$ cat config.mk
export PLATFORM = sky130hd
export DESIGN_NAME = halt_drain_controller
export DESIGN_NICKNAME = d
export VERILOG_FILES = /design/src/rtl/halt_drain_controller_pkg.sv /design/src/rtl/halt_drain_controller_inflight_tracker.sv /design/src/rtl/halt_drain_controller.sv
export SDC_FILE = /design/constraint.sdc
export NUM_CORES = 1
export LEC_CHECK = 0
export ABC_AREA = 1
export CORE_AREA = 2 2 39 41
export DETAILED_ROUTE_END_ITERATION = 10
export DIE_AREA = 0 0 41 43
export PLACE_DENSITY = 0.73
export SLEW_MARGIN = 20
export SYNTH_ARGS = -nofsm -noshare
export SYNTH_HDL_FRONTEND = slang
export SYNTH_SLANG_ARGS = --single-unit
export TNS_END_PERCENT = 10
$ cat constraint.sdc
create_clock -name clk -period 2.25 [get_ports clk]
set_clock_uncertainty 0.2 [all_clocks]
set_input_delay 0.3375 -clock clk [delete_from_list [all_inputs] [get_ports clk]]
set_output_delay 0.3375 -clock clk [all_outputs]
set_load 0.005 [all_outputs]
$ cat src/rtl/halt_drain_controller_pkg.sv
// Shared constants, HLT decode and FSM encoding for the halt/drain sequencer.
// The HALT_TIMEOUT_EN build macro enables the drain watchdog limit used by the top.
package halt_drain_controller_pkg;

    localparam int unsigned WORD_SIZE = 16;

    localparam logic [3:0]  OPCODE_RRR  = 4'd15;
    localparam logic [5:0]  FUNC_HLT    = 6'd29;
    localparam logic [15:0] WDOG_LIMIT  = 16'd1024;

    typedef enum logic [1:0] {
        StRun     = 2'd0,
        StDrain   = 2'd1,
        StWaitMem = 2'd2,
        StHalted  = 2'd3
    } halt_state_e;

    function automatic logic is_hlt(input logic [3:0] opcode, input logic [5:0] func);
        return (opcode == OPCODE_RRR) && (func == FUNC_HLT);
    endfunction

endpackage

$ cat src/rtl/halt_drain_controller_inflight_tracker.sv
// Saturating up/down count of instructions in flight; simultaneous up and down cancel,
// a down at zero and an up at MAX are both absorbed.
module inflight_tracker #(
    parameter int unsigned MAX   = 3,
    parameter int unsigned CNT_W = $clog2(MAX + 1)
) (
    input  logic             clk,
    input  logic             reset,
    input  logic             inc,
    input  logic             dec,
    output logic [CNT_W-1:0] count
);

    localparam logic [CNT_W-1:0] CntMax = CNT_W'(MAX);

    logic [CNT_W-1:0] count_q, count_d;

    always_comb begin
        count_d = count_q;
        if (inc && !dec && (count_q != CntMax)) begin
            count_d = count_q + 1'b1;
        end else if (dec && !inc && (count_q != '0)) begin
            count_d = count_q - 1'b1;
        end
    end

    always_ff @(posedge clk or posedge reset) begin
        if (reset) begin
            count_q <= '0;
        end else begin
            count_q <= count_d;
        end
    end

    assign count = count_q;

endmodule

$ cat src/rtl/halt_drain_controller.sv
// Stops fetch on HLT in ID, drains older instructions and memory, then flags halted.
// Define HALT_TIMEOUT_EN to add a watchdog that forces HALTED after a long drain.
module halt_drain_controller #(
    parameter int unsigned WORD_SIZE  = 16,
    parameter int unsigned PIPE_DEPTH = 3
) (
    input  logic                              clk,
    input  logic                              reset,
    input  logic [WORD_SIZE-1:0]              id_instr,
    input  logic                              id_valid,
    input  logic                              id_stall,
    input  logic                              retire_valid,
    input  logic                              mem_busy,
    output logic                              fetch_enable,
    output logic                              id_flush,
    output logic                              halt_pending,
    output logic                              is_halted,
    output logic [$clog2(PIPE_DEPTH+1)-1:0]   inflight,
    output logic                              halt_timeout
);

    import halt_drain_controller_pkg::*;

    halt_state_e state_q, state_d;
    logic        flush_q, flush_d;
    logic        issue, issue_hlt, count_inc;

    // Only opcode and function fields matter for HLT decode.
    logic unused_instr_bits;
    assign unused_instr_bits = ^id_instr[11:6];

    assign issue     = id_valid && !id_stall;
    assign issue_hlt = issue && is_hlt(id_instr[15:12], id_instr[5:0]);
    assign count_inc = (state_q == StRun) && issue && !issue_hlt;

    inflight_tracker #(
        .MAX   (PIPE_DEPTH),
        .CNT_W ($clog2(PIPE_DEPTH + 1))
    ) u_inflight_tracker (
        .clk   (clk),
        .reset (reset),
        .inc   (count_inc),
        .dec   (retire_valid),
        .count (inflight)
    );

`ifdef HALT_TIMEOUT_EN
    logic [15:0] wdog_q, wdog_d;
    logic        timeout_q, timeout_d;
`endif

    always_comb begin
        state_d = state_q;
        flush_d = 1'b0;
        case (state_q)
            StRun: begin
                if (issue_hlt) begin
                    state_d = StDrain;
                    flush_d = 1'b1;
                end
            end
            StDrain: begin
                if (inflight == '0) begin
                    state_d = StWaitMem;
                end
            end
            StWaitMem: begin
                if (!mem_busy) begin
                    state_d = StHalted;
                end
            end
            StHalted: begin
                state_d = StHalted;
            end
            default: begin
                state_d = StRun;
            end
        endcase
`ifdef HALT_TIMEOUT_EN
        wdog_d    = wdog_q;
        timeout_d = timeout_q;
        if ((state_q == StDrain) || (state_q == StWaitMem)) begin
            wdog_d = wdog_q + 16'd1;
            if (wdog_d >= WDOG_LIMIT) begin
                state_d   = StHalted;
                timeout_d = 1'b1;
            end
        end
`endif
    end

    always_ff @(posedge clk or posedge reset) begin
        if (reset) begin
            state_q <= StRun;
            flush_q <= 1'b0;
        end else begin
            state_q <= state_d;
            flush_q <= flush_d;
        end
    end

`ifdef HALT_TIMEOUT_EN
    always_ff @(posedge clk or posedge reset) begin
        if (reset) begin
            wdog_q    <= '0;
            timeout_q <= 1'b0;
        end else begin
            wdog_q    <= wdog_d;
            timeout_q <= timeout_d;
        end
    end

    assign halt_timeout = timeout_q;
`else
    assign halt_timeout = 1'b0;
`endif

    assign fetch_enable = (state_q == StRun);
    assign id_flush     = flush_q;
    assign halt_pending = (state_q == StDrain) || (state_q == StWaitMem);
    assign is_halted    = (state_q == StHalted);

endmodule

Word level (Yosys, flattened, before mapping):

Index checks and enable logic that the tools add are counted.

* reductions and logical operators: 19
* multiplexer cells: 8
* add/subtract/negate cells: 2
* equality and inequality tests: 9

Operators with widths (count)
* $mux 2: 5
* $logic_and 1x1->1: 9
* $pmux 2 s4: 1
* $eq 6x5->1 const B: 1
* $ne 2x2->1 const B: 3
* $eq 2x2->1 const B: 2
* $eq 4x4->1 const B: 1
* $logic_not 1->1: 4
* $logic_not 2->1: 2
* $reduce_bool 2->1: 2
* $reduce_and 3->1: 1
* $add 2x1->2 const B: 1
* $eq 2x1->1 const B: 1
* $mux 1: 2
* $ne 2x1->1 const B: 1
* $sub 2x1->2 const B: 1
* $logic_or 1x1->1: 1

* bits in registers: 5
* input bits: 22

Depth between registers and ports, before layout:

Gate-level depths: netlist of the first run.

* word-level depth: 10
* gate-level depth with buffers: 9

By module:

From an unflattened synthesis of the first run, not the netlist that was laid out.

* cells, all modules: 65
* area total of the unflattened synthesis: 429.2 um^2

Modules (own cells, without submodules)
* halt_drain_controller: times used 1, cells an instance 43, seq. area each 75.1 um^2, area an instance 300.3 um^2
* inflight_tracker: times used 1, cells an instance 22, seq. area each 50.0 um^2, area an instance 128.9 um^2

Least setup slack after synthesis of the first run:

Ideal clock, no wire load.

* kind: register -> register
* from: reg state_q[0]
* to: reg u_inflight_tracker.count_q[0] (netlist: u_inflight_tracker.count[0])
* library setup time: 0.117 ns
* path buffers: 0
* period minus slack after synthesis: 1.511 ns
* required time: 1.933 ns
* setup slack: 0.739 ns
* stages on the path, launching flop included: 10
* arrival: 1.194 ns
* path through: dfrtp_1 > inv_1 > ha_1 > inv_1 > nor2_1 > nand2_1 > nand3b_1 > nand2_1 > nand2_1 > nand2_1

* longest elaborated chain between the ends: 7
* elaborated cells on any way between the ends: 10
* those cells by class: 1 x mux; 9 x reduce/logical

RTL lines
* start, declared: RTL line halt_drain_controller.sv:24 `halt_state_e state_q, state_d;`
* start signal, assigned: RTL line halt_drain_controller.sv:94 `state_q <= StRun;`
* start signal, assigned: RTL line halt_drain_controller.sv:97 `state_q <= state_d;`
* $logic_not 2->1 (*)
* net fetch_enable: RTL line halt_drain_controller.sv:14 `output logic fetch_enable,`
* $logic_and 1x1->1 (*) (2 in a row): RTL line halt_drain_controller.sv:34 `assign count_inc = (state_q == StRun) && issue && !issue_hlt;`
* $logic_not 1->1: RTL line halt_drain_controller_inflight_tracker.sv:22 `end else if (dec && !inc && (count_q != '0)) begin`
* $logic_and 1x1->1 (2 in a row): RTL line halt_drain_controller_inflight_tracker.sv:22
* $reduce_bool 2->1 (no line)
* end signal, assigned: RTL line halt_drain_controller_inflight_tracker.sv:31 `count_q <= count_d;`
* end, declared: RTL line halt_drain_controller_inflight_tracker.sv:16 `logic [CNT_W-1:0] count_q, count_d;`

Mark *: on every way through the listed nets, which the timed path passes. The rest lies on a longest branch.
A chain may end at the register's enable or synchronous reset.

Final worst setup path of the first run:

* from: reg state_q[0]
* to: out halt_pending

* longest elaborated chain between the ends: 2
* elaborated cells on any way between the ends: 3
* those cells by class: 2 x eq/ne; 1 x reduce/logical

RTL lines
* $eq 2x1->1 / $eq 2x2->1 (equally long branches): RTL line halt_drain_controller.sv:120 `assign halt_pending = (state_q == StDrain) || (state_q == StWaitMem);`
* $logic_or 1x1->1 (*): RTL line halt_drain_controller.sv:120
* end, declared: RTL line halt_drain_controller.sv:16 `output logic halt_pending,`

Mark *: on every way between the ends. The rest lies on a longest branch, timed or not.

==> metrics, run 1 <==
# hold bufs at CTS=0; kind of cell adding the most delay to the critical path=buffers and inverters; most frequent cells in the layout=clkdlybuf4s50_1 (21), nand2_1 (20), inv_1 (10); DRC=0; number of cell rows=14; P&R area growth vs syn=59.9%; Final nets=112; yosys warns=0; Iteration-0 DRC Markers=6; PortBufs=21; kind of critical path=flip-flop to primary output; VDD IR-drop max=0.209 mV; CP bufs+invs=2; final weighted congestion in routability-driven placement=0.750; CTS tree=built; final worst-path cycle share=91.2%; final wirelength=between 800 and 900 µm; DP HPWL=between 700 and 800 µm; synthesized cell area=415 µm²; CP startpoint kind=flip-flop; Max Freq=487 MHz; Pleak=0.322 nW; Vias/cell=4.42; Yosys cell types=17; CP Capture Type=primary output; Antenna Cells=0; htree depth=1; RSZ-0062 raised after global routing=no; PD cells=roughly 750 mW/mm²; commonest non-fill, non-tap cell in the layout=clkdlybuf4s50_1; clk buf depth=2; GRT Util Overall=about an eighth; Mapped Nets=87; part of the Yosys area used for sequential elements=a little under a third; vias in the first global route=391; worst path cell trace=inv_1, ha_1, clkdlybuf4s50_1; status=finished clean; CTS root buffer=clkbuf_4; largest net degree at the start of global routing=7; MaxCap Viol Count=0; setup TNS=0 ps; Final Critical Period=between 2000 and 2500 ps; syn avg cell area=slightly below 7 µm²; Worst path slowest cell=clkdlybuf4s50_1; Slew Viols, Final=0; utilization after layout=48.0%; cell count after synthesis=60; Num CTS Buffers=3; first-pass GRT wire length=1.44 mm; Worst-path clk slew=40 ps; post_cts resized=0; Hold WC Path Type=input pin to async pin; GR Overflow Total=0; share of cells above drive strength 1=9.52%; DR WL/cell=8.13 µm; post-route ant nets=0; core area=0.00138 mm²; # IOs=29; hold violation total from the final report=0; via count=around 440; Die W=41 µm; worst-path maximum fanout=4; Setup Buffers After CTS=0; initial antenna violation count=0; final setup fails=0; Sink Count=5; first-pass iteration count of the detailed router=4; Critical Path RT=between 1500 and 2000 ps; clk_lat worst skew=250 ps; Die H=43 µm; Max stage delay on crit path=490 ps; synthesized flop and latch total=5; die area=between 0.0015 and 0.002 mm²; CP Data Arrival Time=1520 ps; Starting Density=a little under a third
==> worst reg2reg max path: stages (launching register included) <==
cell,delay [ps]
dfrtp_1,410
inv_1,120
ha_1,200
inv_1,60
nor2_1,170
nand2_1,100
nand3b_1,120
nand2_1,60
nand2_1,50
nand2_1,40
==> metrics by stage <==
stage / power (W) / cell area, µm² / hold slack (ps) / worst slack (ps) / instances
2_1_floorplan: 0.000274 / 415 / -84.0 / 739 / 60
3_3_place_gp: 0.000396 / 638 / 344 / 460 / 96
3_5_place_dp: 0.000401 / 638 / 345 / 452 / 96
4_1_cts: 0.000511 / 664 / 78.5 / 181 / 100
5_1_grt: 0.000553 / 664 / 118 / 134 / 100
6_report: 0.000501 / 664 / 80.2 / 197 / 100
==> flip-flops by register name, summed over array words and instances, names as in the netlist <==
register,cells
state_q,2
u_inflight_tracker.count,2
id_flush,1
==> kinds of logic (layout without fill, tap and decap cells) <==
group | after synthesis | after routing | synth area share, %
compound gates | 4 | 4 | 4.82
other cells | 1 | 1 | 0.903
buf+inv | 11 | 35 | 10.8
fa+ha+maj | 5 | 5 | 15.1
simple gates | 34 | 34 | 38.3
flops | 5 | 5 | 30.1
==> per-layer routing <==
layer	GRT usage, %	up-vias	routed length (µm)
li1	-	232	-
met1	13.6	190	321
met2	17.5	17	396
met3	4.71	3	75
met4	8.00	0	19
met5	0	-	0
==> final cells by class <==
| type | count | area (µm²) |
|---|---|---|
| Clock buffer | 4 | 26.3 |
| Fill cell | 137 | 719 |
| Inverter | 10 | 37.5 |
| Multi-Input combinational cell | 44 | 245 |
| Sequential cell | 5 | 125 |
| Tap cell | 16 | 20.0 |
| Timing Repair Buffer | 21 | 210 |
==> power breakdown <==
part	internal, W	switching (W)	leakage, nW
logic	0.000143	0.000103	0.246
registers	0.000117	0.0000320	0.0611
clock network	0.0000672	0.0000394	0.0150
==> worst paths after layout <==
kind | start | to | slack [ps] | cells after the start
setup / recovery | state_q[0]$_DFFE_PP0P_ | halt_pending | 200 | 3
hold / removal | reset | state_q[1]$_DFFE_PP0P_ | 80 | 2
setup reg to reg | state_q[0]$_DFFE_PP0P_ | u_inflight_tracker.count[0]$_DFFE_PP0P_ | 600 | 9
hold reg to reg | state_q[1]$_DFFE_PP0P_ | state_q[1]$_DFFE_PP0P_ | 350 | 2
max in group asynchronous | reset | u_inflight_tracker.count[1]$_DFFE_PP0P_ | 1600 | 2
min in group clk | state_q[1]$_DFFE_PP0P_ | state_q[1]$_DFFE_PP0P_ | 350 | 2
==> cell usage after synthesis <==
cell type   n  area, µm²
nand2_1    20       75.1
inv_1      10       37.5
dfrtp_1     5        125
ha_1        5       62.6
nor2_1      4       15.0
nand3_1     2       10.0
nand3_2     2       20.0
nor2_2      2       12.5
o21ai_1     2       10.0
a21oi_1     1       5.00
buf_4       1       7.51
conb_1      1       3.75
nand2_2     1       6.26
nand3b_1    1       7.51
nand4_1     1       6.26
nor4_1      1       6.26
o21ai_0     1       5.00
No activity file was read; power rests on OpenSTA's default activity.
==> inputs of run 2 (changes only) <==
--- a/config.mk
+++ b/config.mk
@@ -7,6 +7,7 @@
 export LEC_CHECK = 0
 export ABC_AREA = 1
 export CORE_AREA = 2 2 39 41
+export CTS_BUF_LIST = sky130_fd_sc_hd__clkbuf_4
 export DETAILED_ROUTE_END_ITERATION = 10
 export DIE_AREA = 0 0 41 43
 export PLACE_DENSITY = 0.73
==> metrics, run 2 (synthesis gave the netlist of run 1 again) <==
vias in the first global route=391 (unchanged); VDD IR-drop max=0.208 mV (about the same); Vias/cell=4.42 (unchanged); CTS tree=built; Sink Count=5 (unchanged); final wirelength=807 µm (-0.74%); number of cell rows=14 (unchanged); Slew Viols, Final=0 (unchanged); clk_lat worst skew=250 ps (about the same); Antenna Cells=0 (unchanged); Iteration-0 DRC Markers=6 (unchanged); Filler cells=137 (unchanged); RSZ-0062 raised after global routing=no; Max Freq=488 MHz (+0.22%); core area=0.00138 mm² (unchanged); cells on worst reg2reg path=9 (unchanged); post-route ant nets=0 (unchanged); FF-to-FF Start=state_q[0]$_DFFE_PP0P_; DRC=0 (unchanged); final worst-path cycle share=91.0% (-0.20 points); Final Critical Period=2050 ps (-4.44 ps); htree depth=1 (unchanged); P&R area growth vs syn=60.8%; kind of critical path=flip-flop to primary output; reg2reg setup slack=600 ps (about the same); status=finished clean; first-pass iteration count of the detailed router=4 (unchanged); Setup Buffers After CTS=0 (unchanged); final setup fails=0 (unchanged); P_int=0.000339 W (+3.7%); setup TNS=0 ps (unchanged); initial antenna violation count=0 (unchanged); # hold bufs at CTS=0 (unchanged); Net Sw Power=0.000173 W (-0.76%); Num CTS Buffers=3 (unchanged); first-pass GRT wire length=1.44 mm (unchanged); Die H=43 µm (unchanged); reg2reg end=u_inflight_tracker.count[0]$_DFFE_PP0P_; die area=0.00176 mm² (unchanged); Starting Density=30.0% (unchanged); clock share of power=23.0% (+1.7 points); DR WL/cell=8.07 µm (-0.74%); worst-path maximum fanout=4 (unchanged); via count=442 (unchanged); area of the multi-input gates=245 µm² (unchanged); final weighted congestion in routability-driven placement=0.750 (unchanged); Die W=41 µm (unchanged); GRT Util Overall=12.0% (unchanged); total power=0.000511 W (+2.1%); CP Data Arrival Time=1510 ps (about the same); DP HPWL=707 µm (unchanged); CP startpoint kind=flip-flop; PortBufs=21 (unchanged); commonest non-fill, non-tap cell in the layout=clkdlybuf4s50_1; CTS root buffer=clkbuf_4; # IOs=29 (unchanged); MaxCap Viol Count=0 (unchanged); GR Overflow Total=0 (unchanged); Pleak=0.326 nW (+1.1%); switch share=33.8% (-0.98 points); PD cells=765 mW/mm² (+1.6%); Final nets=112 (unchanged); Hold WC Path Type=input pin to async pin; Critical Path RT=1710 ps (about the same); CP Capture Type=primary output; Worst-path clk slew=40 ps (about the same); largest net degree at the start of global routing=7 (unchanged); most frequent cells in the layout=clkdlybuf4s50_1 (21), nand2_1 (20), inv_1 (10); share of cells above drive strength 1=10.7% (+1.2 points); clk buf depth=2 (unchanged); hold violation total from the final report=0 (unchanged); part of the power in registers=29.1% (-0.6 points); Logic pwr share=48.0% (-1.0 points); post_cts resized=0 (unchanged); register area=125 µm² (unchanged)
[run 2: cell counts in the layout (fill, tap and decap cells not counted)]
No cell type changed its count.
[run 2: power by group through the flow]
| stage | clock (W) | sequential (W) | combinational (W) |
|---|---|---|---|
| floorplan | 0 | 0.000143 | 0.000131 |
| global placement | 0 | 0.000150 | 0.000246 |
| detailed placement | 0 | 0.000151 | 0.000250 |
| CTS | 0.000122 | 0.000150 | 0.000251 |
| global route | 0.000128 | 0.000155 | 0.000282 |
| finish | 0.000117 | 0.000149 | 0.000245 |
[run 2: how the worst max path moves through the flow]
stage / cells past startpoint / slack, ps / to / from
6_report: 3 / 200 / halt_pending / state_q[0]$_DFFE_PP0P_
2_1_floorplan: 9 / 740 / u_inflight_tracker.count[0]$_DFFE_PP0P_ / state_q[0]$_DFFE_PP0P_
3_5_place_dp: 3 / 450 / halt_pending / state_q[0]$_DFFE_PP0P_
3_3_place_gp: 3 / 460 / halt_pending / state_q[0]$_DFFE_PP0P_
5_1_grt: 3 / 130 / fetch_enable / state_q[1]$_DFFE_PP0P_
4_1_cts: 3 / 180 / halt_pending / state_q[0]$_DFFE_PP0P_
[run 2: area by class of cell]
class / count / area share, %
multi-input combinational: 44 / 36.7
timing repair buffer: 21 / 31.5
sequential: 5 / 18.7
inverter: 10 / 5.62
clock buffer: 4 / 4.49
tap: 16 / 3.00
[run 2: through the flow]
stage	std cells	utilization, %	hold WS [ps]	instance area, µm²	setup slack, ps
floorplan	60	-	-84.0	415	739
global route	100	48.3	119	668	135
CTS	100	48.3	78.7	668	182
detailed placement	96	46.1	345	638	452
finish	100	48.3	81.5	668	202
global placement	96	46.1	344	638	460
[run 2: per-layer routing]
metal | global-route usage [%] | share of wire [%]
met4 | 8.00 | 2.4
met3 | 4.71 | 9.3
met2 | 17.5 | 49
met5 | 0 | 0
met1 | 13.6 | 39
[run 2: critical path: stages (launching register included)]
cell and delay (ps):
dfrtp_1 400, inv_1 100, ha_1 280, clkdlybuf4s50_1 490
